$ cat src/rtl/cpu_pkg.sv
// cpu_pkg: shared fetch-path types, FSM encoding and default widths.
package cpu_pkg;
  localparam int XLEN_DEFAULT = 32;
  typedef enum logic [1:0] {BOOT, RUN, DRAIN, HALT} fetch_state_t;
  typedef struct packed {
    logic [XLEN_DEFAULT-1:0] pc;
    logic [31:0]             data;
    logic                    fault;
    logic                    filled;
  } fetch_entry_t;
endpackage

$ cat src/rtl/fetch_queue.sv
// fetch_queue: circular prefetch buffer; entries are reserved in request order and filled in response order.
module fetch_queue
  import cpu_pkg::*;
#(
  parameter int XLEN  = XLEN_DEFAULT,
  parameter int DEPTH = 4
) (
  input  logic                     clk,
  input  logic                     rst_n,
  input  logic                     flush,
  input  logic                     reserve,
  input  logic [XLEN-1:0]          reserve_pc,
  input  logic                     fill,
  input  logic [31:0]              fill_data,
  input  logic                     fill_fault,
  input  logic                     pop,
  output logic                     head_valid,
  output logic [XLEN-1:0]          head_pc,
  output logic [31:0]              head_data,
  output logic                     head_fault,
  output logic [$clog2(DEPTH):0]   filled_count
);
  localparam int AW = $clog2(DEPTH);
  fetch_entry_t mem [DEPTH];
  fetch_entry_t head;
  logic [AW:0] wr_ptr, fill_ptr, rd_ptr;
  always_ff @(posedge clk or negedge rst_n) begin
    if (!rst_n) begin
      wr_ptr   <= '0;
      fill_ptr <= '0;
      rd_ptr   <= '0;
      for (int i = 0; i < DEPTH; i++) mem[i] <= '0;
    end else if (flush) begin
      wr_ptr   <= '0;
      fill_ptr <= '0;
      rd_ptr   <= '0;
    end else begin
      if (reserve) begin
        mem[wr_ptr[AW-1:0]] <= '{pc: XLEN_DEFAULT'(reserve_pc), data: 32'd0, fault: 1'b0, filled: 1'b0};
        wr_ptr <= wr_ptr + (AW+1)'(1);
      end
      if (fill) begin
        mem[fill_ptr[AW-1:0]].data   <= fill_fault ? 32'd0 : fill_data;
        mem[fill_ptr[AW-1:0]].fault  <= fill_fault;
        mem[fill_ptr[AW-1:0]].filled <= 1'b1;
        fill_ptr <= fill_ptr + (AW+1)'(1);
      end
      if (pop) rd_ptr <= rd_ptr + (AW+1)'(1);
    end
  end
  // Reserving clears the filled flag, so a stale flag can never surface at an empty head.
  assign head         = mem[rd_ptr[AW-1:0]];
  assign head_valid   = head.filled && (rd_ptr != wr_ptr);
  assign head_pc      = head_valid ? XLEN'(head.pc) : '0;
  assign head_data    = head_valid ? head.data : 32'd0;
  assign head_fault   = head_valid && head.fault;
  assign filled_count = fill_ptr - rd_ptr;
endmodule

$ cat src/rtl/instr_fetch_unit.sv
// instr_fetch_unit: prefetching instruction fetch with redirect flush and stale-response draining.
// Optional misaligned-redirect trap and HALT state enabled by FETCH_MISALIGN_TRAP_EN.
module instr_fetch_unit
  import cpu_pkg::*;
#(
  parameter int              XLEN     = XLEN_DEFAULT,
  parameter int              DEPTH    = 4,
  parameter logic [XLEN-1:0] RESET_PC = '0
) (
  input  logic            clk,
  input  logic            rst_n,
  output logic            imem_req_valid,
  input  logic            imem_req_ready,
  output logic [XLEN-1:0] imem_req_addr,
  input  logic            imem_rsp_valid,
  input  logic [31:0]     imem_rsp_data,
  input  logic            imem_rsp_err,
  output logic            instr_valid,
  input  logic            instr_ready,
  output logic [31:0]     instr_data,
  output logic [XLEN-1:0] instr_pc,
  output logic            instr_fault,
  input  logic            redirect_valid,
  input  logic [XLEN-1:0] redirect_addr,
  output logic            trap_misalign
);
  localparam int CW = $clog2(DEPTH) + 1;
  fetch_state_t    state, state_nx;
  logic [XLEN-1:0] pc, pc_nx, target;
  logic [CW-1:0]   outstanding, outstanding_nx, discard, discard_nx, filled_count;
  logic            redirect, accept, rsp_take, fill, pop, misaligned;
  assign redirect = redirect_valid && (state != BOOT);
`ifdef FETCH_MISALIGN_TRAP_EN
  assign misaligned = redirect_addr[1:0] != 2'b00;
`else
  assign misaligned = 1'b0;
`endif
  assign target = redirect_addr & ~XLEN'(3);
  // Outstanding already covers reserved-but-unfilled entries, so only filled ones add to it.
  assign imem_req_valid = (state == RUN || state == DRAIN) && !redirect_valid &&
                          ((CW+1)'(filled_count) + (CW+1)'(outstanding) < (CW+1)'(DEPTH));
  assign imem_req_addr  = pc;
  assign accept   = imem_req_valid && imem_req_ready;
  assign rsp_take = imem_rsp_valid && (outstanding != '0);
  assign fill     = rsp_take && !redirect && (discard == '0);
  assign pop      = instr_valid && instr_ready && !redirect;
  always_comb begin
    outstanding_nx = outstanding + CW'(accept) - CW'(rsp_take);
    discard_nx     = redirect ? outstanding_nx : discard - CW'(rsp_take && discard != '0);
    pc_nx          = redirect ? (misaligned ? pc : target) : (accept ? pc + XLEN'(4) : pc);
    state_nx       = state == BOOT ? RUN :
                     redirect      ? (misaligned ? HALT : (outstanding_nx != '0 ? DRAIN : RUN)) :
                     (state == DRAIN && discard_nx == '0) ? RUN : state;
  end
  always_ff @(posedge clk or negedge rst_n) begin
    if (!rst_n) begin
      state         <= BOOT;
      pc            <= RESET_PC;
      outstanding   <= '0;
      discard       <= '0;
      trap_misalign <= 1'b0;
    end else begin
      state         <= state_nx;
      pc            <= pc_nx;
      outstanding   <= outstanding_nx;
      discard       <= discard_nx;
      trap_misalign <= redirect && misaligned;
    end
  end
  fetch_queue #(.XLEN(XLEN), .DEPTH(DEPTH)) u_queue (
    .clk          (clk),
    .rst_n        (rst_n),
    .flush        (redirect),
    .reserve      (accept),
    .reserve_pc   (pc),
    .fill         (fill),
    .fill_data    (imem_rsp_data),
    .fill_fault   (imem_rsp_err),
    .pop          (pop),
    .head_valid   (instr_valid),
    .head_pc      (instr_pc),
    .head_data    (instr_data),
    .head_fault   (instr_fault),
    .filled_count (filled_count)
  );
endmodule

$ cat config.mk
export PLATFORM = sky130hd
export DESIGN_NAME = instr_fetch_unit
export DESIGN_NICKNAME = d
export VERILOG_FILES = /design/src/rtl/cpu_pkg.sv /design/src/rtl/fetch_queue.sv /design/src/rtl/instr_fetch_unit.sv
export SDC_FILE = /design/constraint.sdc
export NUM_CORES = 1
export LEC_CHECK = 0
export CAP_MARGIN = 20
export CORE_AREA = 2 2 197 199
export CTS_CLUSTER_SIZE = 16
export DETAILED_ROUTE_END_ITERATION = 16
export DIE_AREA = 0 0 199 201
export GPL_TIMING_DRIVEN = 1
export HOLD_SLACK_MARGIN = 0.03
export PLACE_DENSITY_LB_ADDON = 0.12
export RECOVER_POWER = 25
export SYNTH_ARGS = -nofsm -noshare
export SYNTH_HDL_FRONTEND = slang
export SYNTH_SLANG_ARGS = --single-unit
$ cat constraint.sdc
create_clock -name clk -period 5.1 [get_ports clk]
set_input_delay 0.765 -clock clk [delete_from_list [all_inputs] [get_ports clk]]
set_output_delay 0.765 -clock clk [all_outputs]
set_load 0.02 [all_outputs]
=== After elaboration in Yosys (flattened, before gate mapping) ===
Cells that the tools add are included.

* Magnitude comparators: 6
* Reductions and logical operators: 29
* Multiplexer cells: 34
* Bitwise gates (word level): 3
* Equal/unequal tests: 3
* $add $sub $neg: 9

{| class="wikitable"
|+ Operator list
! cell !! number
|-
| 264-bit bitwise mux || 4
|-
| 264-bit two-way mux || 3
|-
| 66-bit demux with 2-bit select || 4
|-
| 66-bit two-way mux || 3
|-
| 32-bit two-way mux || 5
|-
| 66-bit binary-select mux with 2-bit select || 1
|-
| 34-bit two-way mux || 1
|-
| 32-bit by 3-bit adder with 32-bit output, second input constant || 1
|-
| 3-bit two-way mux || 7
|-
| 1-bit logical AND || 15
|-
| 3-bit nonzero test || 4
|-
| 2-bit two-way mux || 5
|-
| 3-bit by 1-bit adder with 3-bit output, second input constant || 3
|-
| 3-bit greater-or-equal comparator, second input constant || 3
|-
| 2-bit NOT with 3-bit output || 3
|-
| 2-bit nonzero test || 4
|-
| 3-bit logical NOT || 2
|-
| 3-bit by 1-bit less-than comparator with 1-bit output, second input constant || 2
|-
| 3-bit by 1-bit subtractor with 3-bit output || 2
|-
| 3-bit by 3-bit adder with 4-bit output || 1
|-
| 4-bit by 3-bit less-than comparator with 1-bit output, second input constant || 1
|-
| 3-bit by 1-bit adder with 3-bit output || 1
|-
| 3-bit inequality test || 1
|-
| 3-bit subtractor || 1
|-
| 6 further kinds || 7
|}

* Bits of input ports: 71
* Output and inout port bits: 100
* Register bits: 313

=== Longest topological paths before layout ===
* Depth in word-level cells: 13
* Gate-level depth with buffers: 20
* Depth with buffers taken out: 18

=== Cells and area by module ===
Synthesis repeated with hierarchy kept, for this count alone.

* Cells, all modules: 1,337
* Area total of the unflattened synthesis: 15,212.1 um^2

{| class="wikitable"
|+ Modules (own cells, without submodules)
! module !! instances !! cells an instance !! sequential area each (um^2) !! area each (um^2)
|-
| fetch_queue || 1 || 1,078 || 6,831.6 || 12,893.6
|-
| instr_fetch_unit || 1 || 259 || 950.9 || 2,318.5
|}

=== Worst setup path after synthesis ===
OpenSTA, ideal clock, no wires.

* Path type: reg-to-reg
* Start: reg u_queue.rd_ptr[1]
* End: reg state[1]
* Path buffers: 4
* Period minus slack after synthesis: 4.475 ns
* Stages on the path, launching flop included: 21
* Arrival: 4.337 ns
* Slack: 0.625 ns
* Required time: 4.961 ns
* Path through: dfrtp_1 -> buf_1 -> buf_1 -> inv_1 -> fa_1 -> xor2_1 -> xnor2_1 -> ha_1 -> nor3b_2 -> and4_1 -> clkbuf_1 -> buf_4 -> inv_1 -> ha_1 -> inv_1 -> ha_1 -> inv_1 -> fa_1 -> inv_1 -> o31ai_1 -> o21ai_0

* Longest elaborated chain between the ends: 11
* Elaborated cells between the ends (all ways): 15

{| class="wikitable"
|+ RTL lines
! item !! line !! text
|-
| from (decl) || fetch_queue.sv:26 || <nowiki>logic [AW:0] wr_ptr, fill_ptr, rd_ptr;</nowiki>
|-
| from (signal assigned) || fetch_queue.sv:48 || <nowiki>if (pop) rd_ptr <= rd_ptr + (AW+1)'(1);</nowiki>
|-
| 3-bit subtractor * || fetch_queue.sv:57 || <nowiki>assign filled_count = fill_ptr - rd_ptr;</nowiki>
|-
| 3-bit by 3-bit adder with 4-bit output * || instr_fetch_unit.sv:41 || <nowiki>((CW+1)'(filled_count) + (CW+1)'(outstanding) < (CW+1)'(DEPTH));</nowiki>
|-
| 4-bit by 3-bit less-than comparator with 1-bit output * || instr_fetch_unit.sv:41 ||
|-
| 1-bit logical AND * || instr_fetch_unit.sv:40 || <nowiki>assign imem_req_valid = (state == RUN || state == DRAIN) && !redirect_valid &&</nowiki>
|-
| 1-bit logical AND * || instr_fetch_unit.sv:43 || <nowiki>assign accept = imem_req_valid && imem_req_ready;</nowiki>
|-
| 3-bit by 1-bit adder with 3-bit output * || instr_fetch_unit.sv:48 || <nowiki>outstanding_nx = outstanding + CW'(accept) - CW'(rsp_take);</nowiki>
|-
| 3-bit by 1-bit subtractor with 3-bit output * || instr_fetch_unit.sv:48 ||
|-
| net outstanding_nx[1] || instr_fetch_unit.sv:30 || <nowiki>logic [CW-1:0] outstanding, outstanding_nx, discard, discard_nx, filled_count;</nowiki>
|-
| 3-bit nonzero test or 3-bit two-way mux (tied branches) || instr_fetch_unit.sv:52, instr_fetch_unit.sv:49 ||
|-
| 2-bit two-way mux or 3-bit logical NOT (tied branches) || instr_fetch_unit.sv:52, instr_fetch_unit.sv:53 ||
|-
| 2-bit two-way mux or 1-bit logical AND (tied branches) || instr_fetch_unit.sv:52, instr_fetch_unit.sv:53 ||
|-
| 2-bit two-way mux or 3-bit nonzero test (tied branches) || -- ||
|-
| to (signal assigned) || instr_fetch_unit.sv:63 || <nowiki>state <= state_nx;</nowiki>
|-
| to (decl) || instr_fetch_unit.sv:28 || <nowiki>fetch_state_t state, state_nx;</nowiki>
|}

The timed path passes the listed nets; every way through them passes the cells marked *.
A chain may end at the register's enable or synchronous reset.

=== Worst setup path after layout ===
* Start: reg u_queue.rd_ptr[0]
* End: out instr_data[16]

* Longest elaborated chain between the ends: 6
* Elaborated cells between the ends (all ways): 7

{| class="wikitable"
|+ RTL lines
! item !! line !! text
|-
| 2-bit NOT with 3-bit output (implied by the code) || fetch_queue.sv:52 || <nowiki>assign head = mem[rd_ptr[AW-1:0]];</nowiki>
|-
| 66-bit binary-select mux with 2-bit select || fetch_queue.sv:52 ||
|-
| 66-bit two-way mux (implied by the code) (2 in series) || fetch_queue.sv:52 ||
|-
| 1-bit logical AND || fetch_queue.sv:53 || <nowiki>assign head_valid = head.filled && (rd_ptr != wr_ptr);</nowiki>
|-
| 32-bit two-way mux * || fetch_queue.sv:55 || <nowiki>assign head_data = head_valid ? head.data : 32'd0;</nowiki>
|-
| to (decl) || instr_fetch_unit.sv:20 || <nowiki>output logic [31:0] instr_data,</nowiki>
|}

Mark *: on every way between the ends. The rest lies on a longest branch, timed or not. The select of a mux whose other input is x is not followed.

==> impl_metrics.py <==
metrics = {
    "cells_and_area": {
        "n_antenna_cell": 0,
        "final_cell_area_um2": 17500,
        "final_cells": 1774,
        "final_common_cell": "dfrtp_1",
        "multi_input_area_um2": 6180,
        "final_cell_mix": "dfrtp_1, clkdlybuf4s50_1, o2bb2ai_1",
        "drive_gt1_share_pct": 20.7,
        "ff_latch_area_um2": 7590,
        "area_delta_synth_final_pct": 23.4,
        "final_nets": 1324,
        "fillers": 3520,
    },
    "global_routing": {
        "grt_max_degree": 127,
        "antenna_found_initial": 0,
        "grt-ovfl-total": 0,
        "grt_use_total_pct": 19.7,
        "grt_pass1_wl_mm": 60.4,
        "grt_pass1_vias": 10100,
    },
    "die": {
        "die_area_um2": 40000,
        "boundaryPins": 171,
        "die_h_um": 201,
        "start_util_pct": 37.3,
        "die_w_um": 199,
        "num_rows": 72,
        "design.core.area_um2": 38100,
    },
    "setup_path": {
        "cp_cell_sequence": "buf_4 -> xor2_1 -> o31a_2 -> buf_12 -> and2_1 -> clkdlybuf4s50_1",
        "start_kind": "register",
        "critical_path_buf_inv_count": 3,
        "cp_slowest_cell": "buf_4",
        "crit_family": "buffers and inverters",
        "crit_type": "reg -> out",
        "crit_fanout": 50,
        "cp.arrival_ns": 3.47,
        "critPathMaxStageDelay_ns": 0.72,
        "required_ns": 4.34,
        "endpoint_kind": "output port",
    },
    "detailed_routing": {
        "routed_wl_mm": 38.0,
        "wire_per_inst_um": 21.4,
        "ant_nets": 0,
        "drt-vias-per-instance": 5.33,
        "drc_errors": 0,
        "dr.pass1.iters": 5,
        "vias": 9451,
        "drtIter0Drc": 349,
    },
    "yosys": {
        "yosysTopAreaCellShare_pct": 53.4,
        "synth.largest_area_cell": "dfrtp_1",
        "ys_warn_count": 0,
        "ys.flop_type": "dfrtp_1",
        "ys_seq_elements": 303,
        "synth-async-reset-ratio_pct": 100,
        "avgSynthCellArea_um2": 12.9,
        "netlist_area_um2": 14200,
        "synth_edf_count": 0,
        "synth_cell_types": 46,
        "yosysSeqAreaShare_pct": 53.4,
        "synthCells": 1098,
        "synthTopCellsByArea": "dfrtp_1, mux4_2, mux2_2",
    },
    "clock_network": {
        "cts_setup_buffers": 0,
        "clock_latency_ns": 0.53,
        "hold_buffers": 0,
        "cts.sinks": 303,
        "clkTransAtPathRegs_ns": 0.06,
        "htreeDepth": 2,
        "clock_path_buffers": 3,
        "post_cts_resized": 0,
        "cts_made_buffers": 36,
        "cts_root_buffer": "clkbuf_16",
        "cts_tree": "built",
    },
    "hold_path": {
        "hold_path_class": "in -> async",
    },
    "timing": {
        "relSlewSlack_pct": -77.2,
        "fin_worst_skew_ns": 0.0134,
        "setup_violations": 0,
        "fin_setup_tns_ns": 0,
        "min_period_ns": 4.24,
        "tightest_slew_ns": 2.66,
        "post-route-period-util_pct": 83.1,
        "hold_viol": 0,
        "finalMaxSlewViolations": 106,
        "whs_ns": 0.201,
        "clock.fmax_ghz": 0.236,
        "rsz0062_at_grt": "false",
    },
    "status": {
        "status": "complete, but fails checks",
        "violations": "max-capacitance violations, max-slew violations",
    },
    "pwr": {
        "p_leak_nw": 7.51,
        "power.density_nw_per_um2": 486,
        "ir_drop_uv": 258,
        "p_total_mw": 8.52,
    },
    "place": {
        "dp_hpwl_mm": 22.7,
        "io_buffers": 163,
        "routabilityCongestion": 0.732,
        "post_dp_cell_area_um2": 16300,
        "placed_cells": 1712,
    },
    "run": {
        "cap_violations": 1,
    },
}
[cell usage after synthesis (2+ instances only)]
cell,number
fa_1,2
o21ai_0,34
inv_1,21
a22o_1,4
dfrtp_1,303
xnor2_1,23
a21oi_1,39
mux2_2,104
mux2i_1,3
clkbuf_1,47
and3_1,8
ha_1,19
mux4_2,64
and4_1,5
nor3_1,9
a31oi_1,3
o31ai_1,4
o211ai_1,4
o2bb2ai_1,127
buf_2,34
nand3_1,23
or4_1,7
nor4_1,6
nor4bb_1,2
buf_1,7
nand2_1,71
nor2_1,20
and2_1,63
o311ai_0,4
nand4_1,6
buf_4,6
xor2_1,9
nor2b_1,4
[worst register-to-register path: stages, from the launching register on]
cell	delay (ns)
dfrtp_1	0.42
inv_1	0.13
ha_1	0.16
inv_1	0.05
fa_1	0.37
xor2_1	0.16
xnor2_1	0.14
ha_1	0.20
nor3b_2	0.30
and4_1	0.26
inv_1	0.10
ha_1	0.30
inv_1	0.06
ha_1	0.13
inv_1	0.05
fa_1	0.52
inv_1	0.06
o31ai_1	0.32
o21ai_0	0.17
[sequential cells by signal, summed over array words and instances (netlist names)]
| register | count |
|---|---|
| u_queue.wr_ptr | 3 |
| u_queue.rd_ptr | 3 |
| discard | 3 |
| state | 2 |
| u_queue.fill_ptr | 3 |
| u_queue.mem | 256 |
| outstanding | 3 |
| imem_req_addr | 30 |
[cell type report]
class,instances,share of cell area (%)
Timing Repair Buffer,186,10.5
Tap cell,518,3.70
Clock buffer,54,6.22
Clock inverter,8,0.557
Sequential cell,303,43.3
Multi-Input combinational cell,684,35.3
Inverter,21,0.450
[per-stage QoR]
step / setup WS (ns) / utilization [%]
after global placement: 1.14 / 42.9
after floorplan: 0.625 / -
final: 0.864 / 46.0
after detailed placement: 1.09 / 42.9
after global routing: 0.567 / 46.0
after CTS: 0.693 / 46.0
[path summary, 6_finish.rpt]
path	start	end	slack, ns	depth (start not counted)
worst max-delay path	u_queue.rd_ptr[0]	instr_data[16]	0.86	6
worst min-delay path	rst_n	u_queue.mem[205]	0.20	1
worst max register to register	u_queue.fill_ptr[0]	state[1]	1.09	18
worst min register to register	u_queue.mem[259]	u_queue.mem[259]	0.48	2
max in group asynchronous	rst_n	u_queue.mem[94]	1.90	2
min in group clk	u_queue.mem[259]	u_queue.mem[259]	0.48	2
[cells by family (layout without fill, tap and decap cells)]
kind of cell             Yosys count  in the layout  synth area share [%]
AND/OR/NAND/NOR                  233            233                  8.88
XOR/XNOR                          32             32                  1.97
other                              1              5                0.0264
flip-flops                       303            303                  53.4
multiplexers                     171            171                  18.6
AO/OA/AOI/OAI                    222            222                  11.6
buffers and inverters            115            269                  3.50
adder cells (fa/ha/maj)           21             21                  1.96
[layer usage]
layer	vias to the layer above	GRT usage, %	routed length (um)
met5	-	0	0
met4	0	4.13	530
met3	32	3.49	1660
met2	204	31.1	17600
met1	4904	28.3	18200
li1	4311	-	-
[power by group]
part / total (mW) / internal, mW / leakage (nW) / switching (mW)
clock: 2.58 / 1.57 / 0.589 / 1.01
combinational: 2.43 / 1.22 / 2.84 / 1.21
sequential: 3.50 / 2.99 / 4.07 / 0.515
total: 8.52 / 5.78 / 7.51 / 2.73
Power figures use the tool's default switching activity.
